[config.mk]
export PLATFORM = sky130hd
export DESIGN_NAME = frac_strobe_gen_flat
export DESIGN_NICKNAME = d
export VERILOG_FILES = /design/src/rtl/frac_strobe_gen_if.sv /design/src/rtl/frac_strobe_gen.sv /design/src/flat_wrapper.sv
export SDC_FILE = /design/constraint.sdc
export NUM_CORES = 1
export LEC_CHECK = 0
export BUFFER_PORTS_ARGS = -buffer_cell sky130_fd_sc_hd__buf_4
export CAP_MARGIN = 10
export CORE_MARGIN = 4
export CORE_UTILIZATION = 44
export CTS_BUF_LIST = sky130_fd_sc_hd__clkbuf_16
export CTS_CLUSTER_DIAMETER = 60
export DETAILED_ROUTE_END_ITERATION = 6
export PLACE_DENSITY = 0.7
export RECOVER_POWER = 50
export SKIP_CTS_REPAIR_TIMING = 1
export SLEW_MARGIN = 15
export SYNTH_ARGS = -nofsm -noshare
export SYNTH_HDL_FRONTEND = slang
export SYNTH_SLANG_ARGS = --single-unit
[constraint.sdc]
create_clock -name clk -period 4.1 [get_ports clk]
set_input_delay 0.41 -clock clk [delete_from_list [all_inputs] [get_ports clk]]
set_output_delay 0.41 -clock clk [all_outputs]
set_load 0.1 [all_outputs]
[src/rtl/frac_strobe_gen_if.sv]
`default_nettype none
// ============================================================================
//  Module   : frac_strobe_gen_if
//  Purpose  : Bundles the control, configuration and status signals of the
//             fractional strobe generator.
//  Ports    : master - config/status side (drives en, load, divisors, mode,
//                      burst_len; observes strobe, busy, done, cfg_err,
//                      remaining)
//             slave  - the generator itself (mirror of master)
//  Revision : 1.0 - initial release
// ============================================================================
interface frac_strobe_gen_if #(
    parameter int N = 16,
    parameter int F = 8,
    parameter int B = 8
);
    logic         en;
    logic         load;
    logic [N-1:0] div_int;
    logic [F-1:0] div_frac;
    logic         mode;
    logic [B-1:0] burst_len;
    logic         strobe;
    logic         busy;
    logic         done;
    logic         cfg_err;
    logic [B-1:0] remaining;

    modport master (
        output en, load, div_int, div_frac, mode, burst_len,
        input  strobe, busy, done, cfg_err, remaining
    );

    modport slave (
        input  en, load, div_int, div_frac, mode, burst_len,
        output strobe, busy, done, cfg_err, remaining
    );
endinterface
`default_nettype wire

[src/rtl/frac_strobe_gen.sv]
`default_nettype none
// ============================================================================
//  Module   : frac_strobe_gen
//  Purpose  : One-cycle strobe generator with average period
//             div_int + div_frac/2^F cycles (first-order accumulation),
//             continuous or fixed-length burst operation, run/abort control
//             and reconfiguration that only takes effect at period
//             boundaries.
//  Ports    : clk - system clock (rising edge)
//             rst - synchronous active-high reset
//             sb  - slave side of frac_strobe_gen_if (control in, status out)
//  Revision : 1.0 - initial release
// ============================================================================
module frac_strobe_gen #(
    parameter int N = 16,
    parameter int F = 8,
    parameter int B = 8
) (
    input  wire logic           clk,
    input  wire logic           rst,
    frac_strobe_gen_if.slave    sb
);

    typedef enum logic [0:0] {
        IDLE = 1'b0,
        RUN  = 1'b1
    } state_t;

    state_t       state_q, state_d;
    logic [F-1:0] acc_q, acc_d;
    logic [N-1:0] cnt_q, cnt_d;
    logic [B-1:0] rem_q, rem_d;
    logic         strobe_q, strobe_d;
    logic         done_q, done_d;
    logic         err_q, err_d;
    logic         armed_q, armed_d;

    // Active configuration (governs the current period)
    logic [N-1:0] act_int_q, act_int_d;
    logic [F-1:0] act_frac_q, act_frac_d;
    logic         act_mode_q, act_mode_d;
    logic [B-1:0] act_blen_q, act_blen_d;

    // Shadow configuration captured by a load while running
    logic [N-1:0] sh_int_q, sh_int_d;
    logic [F-1:0] sh_frac_q, sh_frac_d;
    logic         sh_mode_q, sh_mode_d;
    logic [B-1:0] sh_blen_q, sh_blen_d;
    logic         pend_q, pend_d;

    // Configuration that becomes active at this edge if applied. A load in
    // the same cycle wins over an older pending shadow.
    logic [N-1:0] w_nxt_int;
    logic [F-1:0] w_nxt_frac;
    logic         w_nxt_mode;
    logic [B-1:0] w_nxt_blen;

    assign w_nxt_int  = sb.load ? sb.div_int   : (pend_q ? sh_int_q  : act_int_q);
    assign w_nxt_frac = sb.load ? sb.div_frac  : (pend_q ? sh_frac_q : act_frac_q);
    assign w_nxt_mode = sb.load ? sb.mode      : (pend_q ? sh_mode_q : act_mode_q);
    assign w_nxt_blen = sb.load ? sb.burst_len : (pend_q ? sh_blen_q : act_blen_q);

    // Period computation. The first period after IDLE uses the config that
    // was active before this edge; a boundary period uses the newly applied one.
    logic [N-1:0] w_per_int;
    logic [F-1:0] w_per_frac;
    logic         w_clamp;
    logic [N-1:0] w_eff_int;
    logic [F:0]   w_sum;
    logic [N-1:0] w_cnt_load;

    assign w_per_int  = (state_q == IDLE) ? act_int_q  : w_nxt_int;
    assign w_per_frac = (state_q == IDLE) ? act_frac_q : w_nxt_frac;
    assign w_clamp    = (w_per_int < N'(2));
    assign w_eff_int  = w_clamp ? N'(2) : w_per_int;
    assign w_sum      = {1'b0, acc_q} + {1'b0, w_per_frac};
    // P - 1 = eff + carry - 1; cannot overflow since eff >= 2
    assign w_cnt_load = w_eff_int - N'(1) + {{(N-1){1'b0}}, w_sum[F]};

    logic w_apply;

    always_comb begin
        state_d   = state_q;
        acc_d     = acc_q;
        cnt_d     = cnt_q;
        rem_d     = rem_q;
        strobe_d  = 1'b0;
        done_d    = 1'b0;
        err_d     = err_q;
        armed_d   = armed_q;
        sh_int_d  = sh_int_q;
        sh_frac_d = sh_frac_q;
        sh_mode_d = sh_mode_q;
        sh_blen_d = sh_blen_q;
        w_apply   = 1'b0;

        // A new burst needs en to have been observed low since the last one
        if (!sb.en) begin
            armed_d = 1'b1;
        end

        if (sb.load) begin
            sh_int_d  = sb.div_int;
            sh_frac_d = sb.div_frac;
            sh_mode_d = sb.mode;
            sh_blen_d = sb.burst_len;
        end

        case (state_q)
            IDLE: begin
                // In IDLE a load goes straight to the active config
                w_apply = 1'b1;
                if (sb.en && armed_q) begin
                    state_d = RUN;
                    acc_d   = w_sum[F-1:0];
                    cnt_d   = w_cnt_load;
                    err_d   = err_q | w_clamp;
                    rem_d   = act_mode_q ? act_blen_q : '0;
                end
            end
            RUN: begin
                if (!sb.en) begin
                    // Abort: silent return, pending config applied on entry
                    state_d = IDLE;
                    acc_d   = '0;
                    cnt_d   = '0;
                    rem_d   = '0;
                    w_apply = 1'b1;
                end else if (act_mode_q && (rem_q == '0)) begin
                    // Zero-length burst completes without any strobe
                    done_d  = 1'b1;
                    state_d = IDLE;
                    armed_d = 1'b0;
                    acc_d   = '0;
                    cnt_d   = '0;
                    w_apply = 1'b1;
                end else if (cnt_q == '0) begin
                    strobe_d = 1'b1;
                    w_apply  = 1'b1;
                    if (act_mode_q && (rem_q == B'(1))) begin
                        done_d  = 1'b1;
                        rem_d   = '0;
                        state_d = IDLE;
                        armed_d = 1'b0;
                        acc_d   = '0;
                        cnt_d   = '0;
                    end else begin
                        acc_d = w_sum[F-1:0];
                        cnt_d = w_cnt_load;
                        err_d = err_q | w_clamp;
                        if (!w_nxt_mode) begin
                            rem_d = '0;
                        end else if (act_mode_q) begin
                            rem_d = rem_q - B'(1);
                        end else begin
                            rem_d = w_nxt_blen;
                        end
                    end
                end else begin
                    cnt_d = cnt_q - N'(1);
                end
            end
            default: begin
                state_d = IDLE;
            end
        endcase

        if (w_apply) begin
            act_int_d  = w_nxt_int;
            act_frac_d = w_nxt_frac;
            act_mode_d = w_nxt_mode;
            act_blen_d = w_nxt_blen;
            pend_d     = 1'b0;
        end else begin
            act_int_d  = act_int_q;
            act_frac_d = act_frac_q;
            act_mode_d = act_mode_q;
            act_blen_d = act_blen_q;
            pend_d     = pend_q | sb.load;
        end
    end

    always_ff @(posedge clk) begin
        if (rst) begin
            state_q    <= IDLE;
            acc_q      <= '0;
            cnt_q      <= '0;
            rem_q      <= '0;
            strobe_q   <= 1'b0;
            done_q     <= 1'b0;
            err_q      <= 1'b0;
            armed_q    <= 1'b1;
            act_int_q  <= N'(2);
            act_frac_q <= '0;
            act_mode_q <= 1'b0;
            act_blen_q <= '0;
            sh_int_q   <= N'(2);
            sh_frac_q  <= '0;
            sh_mode_q  <= 1'b0;
            sh_blen_q  <= '0;
            pend_q     <= 1'b0;
        end else begin
            state_q    <= state_d;
            acc_q      <= acc_d;
            cnt_q      <= cnt_d;
            rem_q      <= rem_d;
            strobe_q   <= strobe_d;
            done_q     <= done_d;
            err_q      <= err_d;
            armed_q    <= armed_d;
            act_int_q  <= act_int_d;
            act_frac_q <= act_frac_d;
            act_mode_q <= act_mode_d;
            act_blen_q <= act_blen_d;
            sh_int_q   <= sh_int_d;
            sh_frac_q  <= sh_frac_d;
            sh_mode_q  <= sh_mode_d;
            sh_blen_q  <= sh_blen_d;
            pend_q     <= pend_d;
        end
    end

    assign sb.strobe    = strobe_q;
    assign sb.busy      = (state_q == RUN);
    assign sb.done      = done_q;
    assign sb.cfg_err   = err_q;
    assign sb.remaining = rem_q;

endmodule
`default_nettype wire

[src/flat_wrapper.sv]
// flat-port wrapper written by rule: the top's interface ports become plain ports
module frac_strobe_gen_flat 
#(
    parameter int N = 16,
    parameter int F = 8,
    parameter int B = 8
)
  (clk, rst, sb_en, sb_load, sb_div_int, sb_div_frac, sb_mode, sb_burst_len, sb_strobe, sb_busy, sb_done, sb_cfg_err, sb_remaining);
  frac_strobe_gen_if #(.N(N), .F(F), .B(B)) sb_i ();
  input  wire logic clk;
  input  wire logic rst;
  input wire logic [$bits(sb_i.en)-1:0] sb_en;
  input wire logic [$bits(sb_i.load)-1:0] sb_load;
  input wire logic [$bits(sb_i.div_int)-1:0] sb_div_int;
  input wire logic [$bits(sb_i.div_frac)-1:0] sb_div_frac;
  input wire logic [$bits(sb_i.mode)-1:0] sb_mode;
  input wire logic [$bits(sb_i.burst_len)-1:0] sb_burst_len;
  output wire logic [$bits(sb_i.strobe)-1:0] sb_strobe;
  output wire logic [$bits(sb_i.busy)-1:0] sb_busy;
  output wire logic [$bits(sb_i.done)-1:0] sb_done;
  output wire logic [$bits(sb_i.cfg_err)-1:0] sb_cfg_err;
  output wire logic [$bits(sb_i.remaining)-1:0] sb_remaining;
  assign sb_i.en = sb_en;
  assign sb_i.load = sb_load;
  assign sb_i.div_int = sb_div_int;
  assign sb_i.div_frac = sb_div_frac;
  assign sb_i.mode = sb_mode;
  assign sb_i.burst_len = sb_burst_len;
  assign sb_strobe = sb_i.strobe;
  assign sb_busy = sb_i.busy;
  assign sb_done = sb_i.done;
  assign sb_cfg_err = sb_i.cfg_err;
  assign sb_remaining = sb_i.remaining;
  frac_strobe_gen #(.N(N), .F(F), .B(B)) u_core (.clk(clk), .rst(rst), .sb(sb_i));
endmodule
==> metrics.csv, run 1 <==
metric;value;unit
core;0.01335;mm²
clock_buffers_created_by_tritoncts;9;
level_count_of_the_clock_h_tree;3;
gp_routability_congestion;0.8168;
die-area;0.01563;mm²
clock-skew-final;0.008449;ns
num_io_pins;49;
port-buffer-count;48;
ant_nets;0;
mostFrequentLayoutCells;sky130_fd_sc_hd__dfxtp_1 (102), sky130_fd_sc_hd__nor2_1 (101), sky130_fd_sc_hd__nand2_1 (78);
yosys.area_share.simple;0.1989;
timing.final.max_slew_violations;38;
tritoncts;yes;
mostFrequentLayoutCell;sky130_fd_sc_hd__dfxtp_1;
worst_setup_path_end_kind;flip-flop;
vias_per_cell;5.813;
cts.reportedPaths.clkPinSlew;0.08;ns
synth_flop_cell;sky130_fd_sc_hd__dfxtp_1;
startpoint_type;flip-flop;
async_s_r_ff_share_synth;0;
worst_hold_path_type;in2reg;
synth_seq_area_share;0.3455;
synth.cell_area;0.006026;mm²
number_of_global_route_vias_before_repair;5282;
slew_headroom;-0.1476;
floorplan.rows;42;
globalRouteOverflowTotal;0;
drv_cap;1;
worst_skew_pair.late_latency;0.36;ns
power_per_cell_area;446.2;mW/mm²
drive_above_1_share;0.1239;
synth_warn;0;
cts.root.buffer_cell;sky130_fd_sc_hd__clkbuf_16;
multiplexer_fraction_of_the_synthesized_cell_area;0.05855;
grt_pass1_wl;26.68;mm
drtIter0Drc;496;
design.final.nets;846;
first_pass_iters;5;
setup-tns-final;0;ns
via_count;5668;
synth_compound_gate_area_share;0.2699;
post-route-period-util;0.9233;
worst-slew-pin-transition;1.721;ns
syn-num-nets;818;
route.final.wire_length;16.22;mm
distinct_cell_type_count_of_the_synthesized_netlist;66;
timing_worst_setup_path_type;reg2reg;
die_w;125.0;µm
minimum_clock_period;3.786;ns
top_achievable_clock_speed;0.2642;GHz
yosys_register_bits;104;
antenna-diode-count;0;
grt_setup_unrepaired;false;
clock_sink_count;104;
violations;capacitance limit, slew limit;
start_util;0.4514;
finalNonFillerCells;975;
setup_viol;0;
antenna_found_initial;0;
netlist_instances;766;
irDropWorstVdd;0.2625;mV
synth-edff-count;0;
worst-path-max-fanout;18;
die_height;125.0;µm
timing.final.hold_violations;0;
yosys.area_share.adder;0.03239;
syn_avg_cell_area;7.867;µm²
clock_path_buffers;2;
synth_top_family_by_area;compound AO/OA/AOI/OAI gates;
worst_ep_arrival_time;4.04;ns
place.detailed.hpwl;11.26;mm
synth-xor-area-share;0.03634;
dpl.cell_count;959;
grt_max_degree;71;
status;finished with violations;
drc_errors;0;
p_leak;2.592;nW
track_usage;0.2046;
final_util;0.5067;
wire_per_inst;16.64;µm
area_delta_synth_final;12.25;%
cp_data_required_time;4.35;ns
## final cells by class
| class | count | area (µm²) |
|---|---|---|
| well taps | 176 | 220.2 |
| clock buffers | 9 | 225.2 |
| multi-input cells | 589 | 3583 |
| repair buffers | 76 | 518.0 |
| fillers | 1331 | 6584 |
| clock inverters | 7 | 77.57 |
| flip-flops and latches | 104 | 2087 |
| inverters | 14 | 52.55 |
## metrics by stage
stage          setup WS (ns)  area [µm²]  power, W  hold slack, ns
6_report              0.3144        6764  0.003018          0.3062
4_1_cts               0.3617        6830  0.003046          0.2927
3_5_place_dp          0.1417        6528  0.002181          0.4577
2_1_floorplan        0.01357        6035  0.001962          0.4417
5_1_grt              0.07592        6764  0.003197          0.3041
3_3_place_gp          0.1830        6528  0.002175          0.4520
## power by group
group / internal, W / total [W] / switching [W]
sequential: 0.00111 / 0.00120 / 0.0000955
clock: 0.000430 / 0.000862 / 0.000431
combinational: 0.000372 / 0.000956 / 0.000584
total: 0.00191 / 0.00302 / 0.00111
## sequential cells by signal (all words and copies together), names as in the netlist
register,count
u_core.sh_frac_q,8
u_core.sh_int_q,16
u_core.act_blen_q,8
u_core.armed_q,1
u_core.sb.busy,1
u_core.sb.remaining,8
u_core.act_int_q,16
u_core.pend_q,1
u_core.sb.strobe,1
u_core.act_frac_q,8
u_core.acc_q,8
u_core.sb.done,1
u_core.sh_blen_q,8
u_core.sh_mode_q,1
u_core.cnt_q,16
u_core.act_mode_q,1
u_core.sb.cfg_err,1
## Yosys cell counts (3+ instances only)
cell type                     n  share of area
sky130_fd_sc_hd__dfxtp_1    104           0.35
sky130_fd_sc_hd__nor2_1      99          0.062
sky130_fd_sc_hd__nand2_1     78          0.049
sky130_fd_sc_hd__a21oi_1     71          0.059
sky130_fd_sc_hd__o22ai_1     50          0.052
sky130_fd_sc_hd__o21ai_0     41          0.034
sky130_fd_sc_hd__clkbuf_1    34          0.021
sky130_fd_sc_hd__mux2i_1     33          0.055
sky130_fd_sc_hd__a211oi_1    29          0.036
sky130_fd_sc_hd__nor3_1      19          0.016
sky130_fd_sc_hd__a22oi_1     18          0.022
sky130_fd_sc_hd__ha_1        14          0.029
sky130_fd_sc_hd__xnor2_1     14          0.020
sky130_fd_sc_hd__inv_1       13         0.0081
sky130_fd_sc_hd__xor2_1      11          0.016
sky130_fd_sc_hd__buf_2       10         0.0083
sky130_fd_sc_hd__o2bb2ai_1    9          0.013
sky130_fd_sc_hd__a31oi_1      8         0.0083
sky130_fd_sc_hd__nand3_1      8         0.0066
sky130_fd_sc_hd__nor4_1       7         0.0073
sky130_fd_sc_hd__buf_1        5         0.0031
sky130_fd_sc_hd__buf_4        5         0.0062
sky130_fd_sc_hd__nor3b_1      5         0.0062
sky130_fd_sc_hd__buf_6        4         0.0075
sky130_fd_sc_hd__nand2b_1     4         0.0042
sky130_fd_sc_hd__nor2_2       4         0.0042
sky130_fd_sc_hd__nor2b_1      4         0.0042
sky130_fd_sc_hd__o21a_1       4         0.0050
sky130_fd_sc_hd__or3_1        4         0.0042
sky130_fd_sc_hd__and2_1       3         0.0031
sky130_fd_sc_hd__o21bai_1     3         0.0037
sky130_fd_sc_hd__o31ai_1      3         0.0037
sky130_fd_sc_hd__or2_2        3         0.0031
## kinds of logic (layout without fill, tap and decap cells)
family          Yosys count  count (layout)
flops                   104             104
compound gates          256             256
simple gates            258             258
mux                      35              35
xor+xnor                 25              25
buf+inv                  73             106
fa+ha+maj                15              15
## critical path: stages (launching register included)
cell and delay [ns]:
sky130_fd_sc_hd__dfxtp_4 0.45, sky130_fd_sc_hd__buf_4 0.27, sky130_fd_sc_hd__nand2_1 0.23, sky130_fd_sc_hd__buf_4 0.23, sky130_fd_sc_hd__o22ai_1 0.13, sky130_fd_sc_hd__a21oi_1 0.18, sky130_fd_sc_hd__nor4_2 0.30, sky130_fd_sc_hd__buf_4 0.19
sky130_fd_sc_hd__nand3b_4 0.11, sky130_fd_sc_hd__o21ai_0 0.20, sky130_fd_sc_hd__ha_1 0.19, sky130_fd_sc_hd__nor3b_1 0.24, sky130_fd_sc_hd__and3_1 0.24, sky130_fd_sc_hd__nand3_1 0.11, sky130_fd_sc_hd__mux2_2 0.32, sky130_fd_sc_hd__a2111oi_2 0.29
## path summary, 6_finish.rpt
kind                            cells after the start  slack (ns)                  end                 from
worst max-delay path                               15        0.31     u_core.cnt_q[13]       u_core.sb.busy
worst min-delay path                                2        0.31   u_core.sh_int_q[1]        sb_div_int[1]
worst max register to register                     15        0.31     u_core.cnt_q[13]       u_core.sb.busy
worst min register to register                      2        0.47  u_core.sh_blen_q[2]  u_core.sh_blen_q[2]
## metal layers
layer,GRT usage,wire length (µm)
met1,0.2858,7697
met2,0.3186,7373
met3,0.03625,773
met4,0.07270,380
met5,0,0
Note: power is estimated with default switching activity, not from simulation.
==> run 2: changes to the inputs <==
--- a/config.mk
+++ b/config.mk
@@ -5,14 +5,15 @@
 export SDC_FILE = /design/constraint.sdc
 export NUM_CORES = 1
 export LEC_CHECK = 0
-export BUFFER_PORTS_ARGS = -buffer_cell sky130_fd_sc_hd__buf_4
 export CAP_MARGIN = 10
 export CORE_MARGIN = 4
 export CORE_UTILIZATION = 44
 export CTS_BUF_LIST = sky130_fd_sc_hd__clkbuf_16
 export CTS_CLUSTER_DIAMETER = 60
+export CTS_CLUSTER_SIZE = 30
 export DETAILED_ROUTE_END_ITERATION = 6
-export PLACE_DENSITY = 0.7
+export DONT_BUFFER_PORTS = 1
+export PLACE_DENSITY = 0.67
 export RECOVER_POWER = 50
 export SKIP_CTS_REPAIR_TIMING = 1
 export SLEW_MARGIN = 15
==> run 2 against run 1 <==
Effect of this change:
- the flow now finishes without violations
- die area stayed put
- critical path type unchanged
- combinational power fell by 4.6%
- register-to-register slack got worse by 0.05 ns
- setup slack got worse by 0.050 ns
- sequential share of layout area increased by 1.6 points
- power down 1.6%
- routed wire length increased by 2.7%
- global-route usage increased by 0.20 points
- critical path depth fell by 8
- clock skew is 0.00095 ns higher
- worst hold slack lost 0.17 ns
- cell area decreased by 4.9%
==> metrics.csv, run 2 (synthesis gave the netlist of run 1 again) <==
metric;value;unit;change
worst_setup_path_end_kind;flip-flop;;unchanged
clock_buffers_created_by_tritoncts;9;;unchanged
dpl.cell_count;904;;was 959
top_achievable_clock_speed;0.2607;GHz;was 0.2642 GHz
die_height;125.0;µm;unchanged
drc_errors;0;;unchanged
minimum_clock_period;3.836;ns;was 3.786 ns
track_usage;0.2065;;was 0.2046
num_io_pins;49;;unchanged
floorplan.rows;42;;unchanged
worst-slew-pin-transition;1.453;ns;was 1.721 ns
gp_routability_congestion;0.9449;;was 0.8168
final_cell_area;0.006430;mm²;was 0.006764 mm²
layout_top_registers;u_core.act_int_q x16, u_core.cnt_q x16, u_core.sh_int_q x16;;unchanged
globalRouteOverflowTotal;0;;unchanged
power_per_cell_area;461.9;mW/mm²;was 446.2 mW/mm²
whs;0.1329;ns;was 0.3062 ns
wire_per_inst;18.11;µm;was 16.64 µm
port-buffer-count;0;;was 48
number_of_global_route_vias_before_repair;5295;;was 5282
clock-skew-final;0.009394;ns;was 0.008449 ns
timing.final.hold_violations;0;;unchanged
core;0.01335;mm²;unchanged
drtIter0Drc;555;;was 496
area_delta_synth_final;6.707;%;was 12.25%
fillers;1349;;was 1331
worst-path-max-fanout;31;;was 18
first_pass_iters;5;;unchanged
start_util;0.4514;;unchanged
final_util;0.4817;;was 0.5067
antenna-diode-count;0;;unchanged
mostFrequentLayoutCells;sky130_fd_sc_hd__dfxtp_1 (102), sky130_fd_sc_hd__nor2_1 (99), sky130_fd_sc_hd__nand2_1 (78);;was sky130_fd_sc_hd__dfxtp_1 (102), sky130_fd_sc_hd__nor2_1 (101), sky130_fd_sc_hd__nand2_1 (78)
route.final.wire_length;16.66;mm;was 16.22 mm
clock_path_buffers;2;;unchanged
worst_skew_pair.late_latency;0.36;ns;about the same
drive_above_1_share;0.07796;;was 0.1239
mostFrequentLayoutCell;sky130_fd_sc_hd__dfxtp_1;;unchanged
die_w;125.0;µm;unchanged
place.detailed.hpwl;11.79;mm;was 11.26 mm
cts.root.buffer_cell;sky130_fd_sc_hd__clkbuf_16;;unchanged
via_count;5652;;was 5668
clock_sink_count;104;;unchanged
worst_ep_arrival_time;4.09;ns;was 4.04 ns
cp_data_required_time;4.36;ns;was 4.35 ns
tritoncts;yes;;unchanged
p_leak;2.377;nW;was 2.592 nW
timing_worst_setup_path_type;reg2reg;;unchanged
grt_setup_unrepaired;false;;unchanged
post_placement_cell_area;0.006127;mm²;was 0.006528 mm²
post-route-period-util;0.9355;;was 0.9233
irDropWorstVdd;0.4148;mV;was 0.2625 mV
status;complete, no violations;;was finished with violations
ant_nets;0;;unchanged
setup-tns-final;0;ns;unchanged
slew_headroom;0.03133;;was -0.1476
grt_pass1_wl;27.00;mm;was 26.68 mm
setup_viol;0;;unchanged
design.final.nets;791;;was 846
startpoint_type;flip-flop;;unchanged
antenna_found_initial;0;;unchanged
drv_cap;0;;was 1
cts.reportedPaths.clkPinSlew;0.07;ns;was 0.08 ns
level_count_of_the_clock_h_tree;3;;unchanged
timing.final.max_slew_violations;0;;was 38
finalNonFillerCells;920;;was 975
worst_hold_path_type;in2reg;;unchanged
die-area;0.01563;mm²;unchanged
grt_max_degree;107;;was 71
vias_per_cell;6.143;;was 5.813
[run 2: worst paths after layout]
check	start	depth (start not counted)	to	slack (ns)
max	u_core.sb.remaining[6]	7	u_core.act_frac_q[7]	0.26
max reg2reg	u_core.sb.remaining[6]	7	u_core.act_frac_q[7]	0.26
min reg2reg	u_core.sh_blen_q[6]	2	u_core.sh_blen_q[6]	0.47
min	rst	1	u_core.cnt_q[1]	0.13
[run 2: metrics by stage]
stage | setup slack [ns] | power [W]
floorplan | 0.01357 | 0.001962
global placement | 0.3518 | 0.002089
detailed placement | 0.2545 | 0.002115
CTS | 0.2541 | 0.002970
global route | 0.005037 | 0.003134
finish | 0.2644 | 0.002970
[run 2: power by group]
| part | switching (W) | internal (W) | total [W] |
|---|---|---|---|
| logic | 0.000567 | 0.000345 | 0.000912 |
| registers | 0.0000935 | 0.00110 | 0.00120 |
| clock network | 0.000390 | 0.000469 | 0.000859 |
[run 2: cell type report]
class                   count  area (µm²)  share of cell area
multi-input cells         589        3627              0.5641
flip-flops and latches    104        2090              0.3250
clock buffers               9       225.2             0.03503
well taps                 176       220.2             0.03425
repair buffers             21       151.4             0.02355
clock inverters             7       63.81            0.009924
inverters                  14       52.55            0.008173
[run 2: routing by layer]
metal,vias up,part of all wire,GRT usage
met5,-,0,0
met4,0,0.020,0.09056
met3,19,0.064,0.03795
met2,180,0.48,0.3281
met1,2722,0.44,0.2752
li1,2731,-,-
[run 2: worst max-delay path, cell delays in order, from the launching register on]
cell and delay [ns]:
sky130_fd_sc_hd__dfxtp_1 0.30, sky130_fd_sc_hd__clkbuf_1 1.03, sky130_fd_sc_hd__nor3b_1 0.20, sky130_fd_sc_hd__and3_1 0.36, sky130_fd_sc_hd__or3_2 0.79, sky130_fd_sc_hd__nand2_1 0.49
sky130_fd_sc_hd__o22ai_1 0.19, sky130_fd_sc_hd__a2111oi_2 0.36
==> run 3: changes to the inputs <==
--- a/config.mk
+++ b/config.mk
@@ -7,13 +7,14 @@
 export LEC_CHECK = 0
 export CAP_MARGIN = 10
 export CORE_MARGIN = 4
-export CORE_UTILIZATION = 44
+export CORE_UTILIZATION = 30
 export CTS_BUF_LIST = sky130_fd_sc_hd__clkbuf_16
 export CTS_CLUSTER_DIAMETER = 60
 export CTS_CLUSTER_SIZE = 30
 export DETAILED_ROUTE_END_ITERATION = 6
 export DONT_BUFFER_PORTS = 1
-export PLACE_DENSITY = 0.67
+export HOLD_SLACK_MARGIN = 0.06
+export PLACE_DENSITY = 0.51
 export RECOVER_POWER = 50
 export SKIP_CTS_REPAIR_TIMING = 1
 export SLEW_MARGIN = 15
==> run 3 against run 2 <==
Effect of this change:
- sequential share of layout area down 0.38 points
- cell area up 1.2%
- combinational power down 1%
- critical path type unchanged
- largest power group unchanged
==> metrics.csv, run 3 (synthesis gave the netlist of run 1 again) <==
metric;value;unit;change
core;0.01959;mm²;was 0.01335 mm²
drc_errors;0;;unchanged
timing.critical_path.slowest_cell_delay;0.53;ns;was 1.03 ns
irDropWorstVdd;0.2652;mV;was 0.4148 mV
worst_skew_pair.late_latency;0.36;ns;about the same
critPathSlowestCell;sky130_fd_sc_hd__or4_1;;was sky130_fd_sc_hd__clkbuf_1
post_placement_cell_area;0.006269;mm²;was 0.006127 mm²
power.sequential.fraction;0.409;;was 0.403
design.final.nets;795;;was 791
ant_nets;0;;unchanged
place.detailed.hpwl;12.06;mm;was 11.79 mm
worst_setup_path_end_kind;flip-flop;;unchanged
grt_setup_unrepaired;false;;unchanged
tritoncts;yes;;unchanged
setup-tns-final;0;ns;unchanged
dpl.cell_count;997;;was 904
post-route-period-util;0.9236;;was 0.9355
timing_worst_setup_path_type;reg2reg;;unchanged
status;complete, no violations;;unchanged
die_w;149.7;µm;was 125.0 µm
start_util;0.3076;;was 0.4514
power_per_cell_area;448.2;mW/mm²;was 461.9 mW/mm²
top_achievable_clock_speed;0.2641;GHz;was 0.2607 GHz
clock-skew-final;0.01102;ns;was 0.009394 ns
setup_viol;0;;unchanged
floorplan.rows;51;;was 42
grt_pass1_wl;28.44;mm;was 27.00 mm
internal_portion_of_total_power;0.001860;W;was 0.001920 W
gp_routability_congestion;0.8648;;was 0.9449
wire_per_inst;17.28;µm;was 18.11 µm
worst_hold_path_type;in2reg;;unchanged
first_pass_iters;5;;unchanged
cts.reportedPaths.clkPinSlew;0.08;ns;was 0.07 ns
clock_power_share;0.281;;was 0.289
timing.final.max_slew_violations;0;;unchanged
worst_ep_arrival_time;4.05;ns;was 4.09 ns
grt_max_degree;107;;unchanged
minimum_clock_period;3.787;ns;was 3.836 ns
total_switching_power;0.001057;W;was 0.001050 W
area_delta_synth_final;7.973;%;was 6.707%
final_cell_area;0.006506;mm²;was 0.006430 mm²
startpoint_type;flip-flop;;unchanged
whs;0.1092;ns;was 0.1329 ns
number_of_global_route_vias_before_repair;5162;;was 5295
mostFrequentLayoutCells;sky130_fd_sc_hd__dfxtp_1 (102), sky130_fd_sc_hd__nor2_1 (99), sky130_fd_sc_hd__nand2_1 (78);;unchanged
level_count_of_the_clock_h_tree;3;;unchanged
worst-r2r-setup-slack;0.31;ns;was 0.26 ns
mostFrequentLayoutCell;sky130_fd_sc_hd__dfxtp_1;;unchanged
via_count;5486;;was 5652
critical_path_cell_list;buf_12 -> or3b_1 -> a21oi_1 -> o22ai_1 -> or4_1 -> nand3b_4 -> o21ai_0 -> ha_1 -> nor3b_1 -> and3_1 -> nand3_1 -> mux2_2 -> a2111oi_2;;was clkbuf_1 -> nor3b_1 -> and3_1 -> or3_2 -> nand2_1 -> o22ai_1 -> a2111oi_2
p_leak;2.351;nW;was 2.377 nW
globalRouteOverflowTotal;0;;unchanged
overall_power;0.002916;W;was 0.002970 W
clock_buffers_created_by_tritoncts;9;;unchanged
drive_above_1_share;0.06952;;was 0.07796
worst-slew-pin-transition;1.483;ns;was 1.453 ns
timing.final.hold_violations;0;;unchanged
clock_sink_count;104;;unchanged
layout_top_registers;u_core.act_int_q x16, u_core.cnt_q x16, u_core.sh_int_q x16;;unchanged
antenna_found_initial;0;;unchanged
die-area;0.02242;mm²;was 0.01563 mm²
port-buffer-count;0;;unchanged
num_io_pins;49;;unchanged
clock_path_buffers;2;;unchanged
cp_data_required_time;4.37;ns;was 4.36 ns
drtIter0Drc;480;;was 555
antenna-diode-count;0;;unchanged
p_sw_frac;0.3623;;was 0.3537
crit_buf_inv;1;;unchanged
drv_cap;0;;unchanged
slew_headroom;0.01138;;was 0.03133
finalNonFillerCells;1013;;was 920
vias_per_cell;5.416;;was 6.143
path_delay_family;simple AND/OR/NAND/NOR gates;;unchanged
die_height;149.7;µm;was 125.0 µm
combPwrFrac;0.310;;was 0.307
route.final.wire_length;17.50;mm;was 16.66 mm
worst-path-max-fanout;26;;was 31
track_usage;0.1580;;was 0.2065
cts.root.buffer_cell;sky130_fd_sc_hd__clkbuf_16;;unchanged
-- run 3: changes by cell type in the layout (fill, tap and decap cells not counted), moves of 2 or more --
cell and delta:
sky130_fd_sc_hd__clkbuf_1 +4, sky130_fd_sc_hd__clkinv_1 +3, sky130_fd_sc_hd__clkinv_2 -2, sky130_fd_sc_hd__nor3_2 -2
sky130_fd_sc_hd__nor3_1 +2, sky130_fd_sc_hd__inv_1 -2
-- run 3: power groups by stage --
stage / combinational [W] / clock (W) / sequential, W
3_3_place_gp: 0.000908 / 0 / 0.00122
4_1_cts: 0.000908 / 0.000846 / 0.00119
2_1_floorplan: 0.000708 / 0 / 0.00125
5_1_grt: 0.00101 / 0.000886 / 0.00121
3_5_place_dp: 0.000903 / 0 / 0.00121
6_report: 0.000903 / 0.000820 / 0.00119
-- run 3: final timing paths --
check / start / endpoint / depth (start not counted)
max: u_core.pend_q / u_core.cnt_q[13] / 13
min: rst / u_core.cnt_q[1] / 1
max reg2reg: u_core.pend_q / u_core.cnt_q[13] / 13
min reg2reg: u_core.sh_blen_q[0] / u_core.sh_blen_q[0] / 2
-- run 3: per-stage QoR --
stage	util	setup WS (ns)
final	0.3321	0.3134
after global routing	0.3321	0.002618
after CTS	0.3337	0.2526
after detailed placement	0.3200	0.2729
after global placement	0.3200	0.2959
after floorplan	-	0.01357
-- run 3: per-layer routing --
layer,vias to the layer above,wire [µm],GRT usage
met1,2580,8264,0.2187
li1,2740,-,-
met3,23,964,0.03543
met5,-,0,0
met2,143,7922,0.2432
met4,0,351,0.05306
-- run 3: area by class of cell --
cell class,instances,area [µm²]
inverter,14,52.55
clock buffer,9,225.2
tap,265,331.6
multi-input combinational,589,3598
timing repair buffer,25,166.4
fill,2085,13080
sequential,104,2090
clock inverter,7,42.54
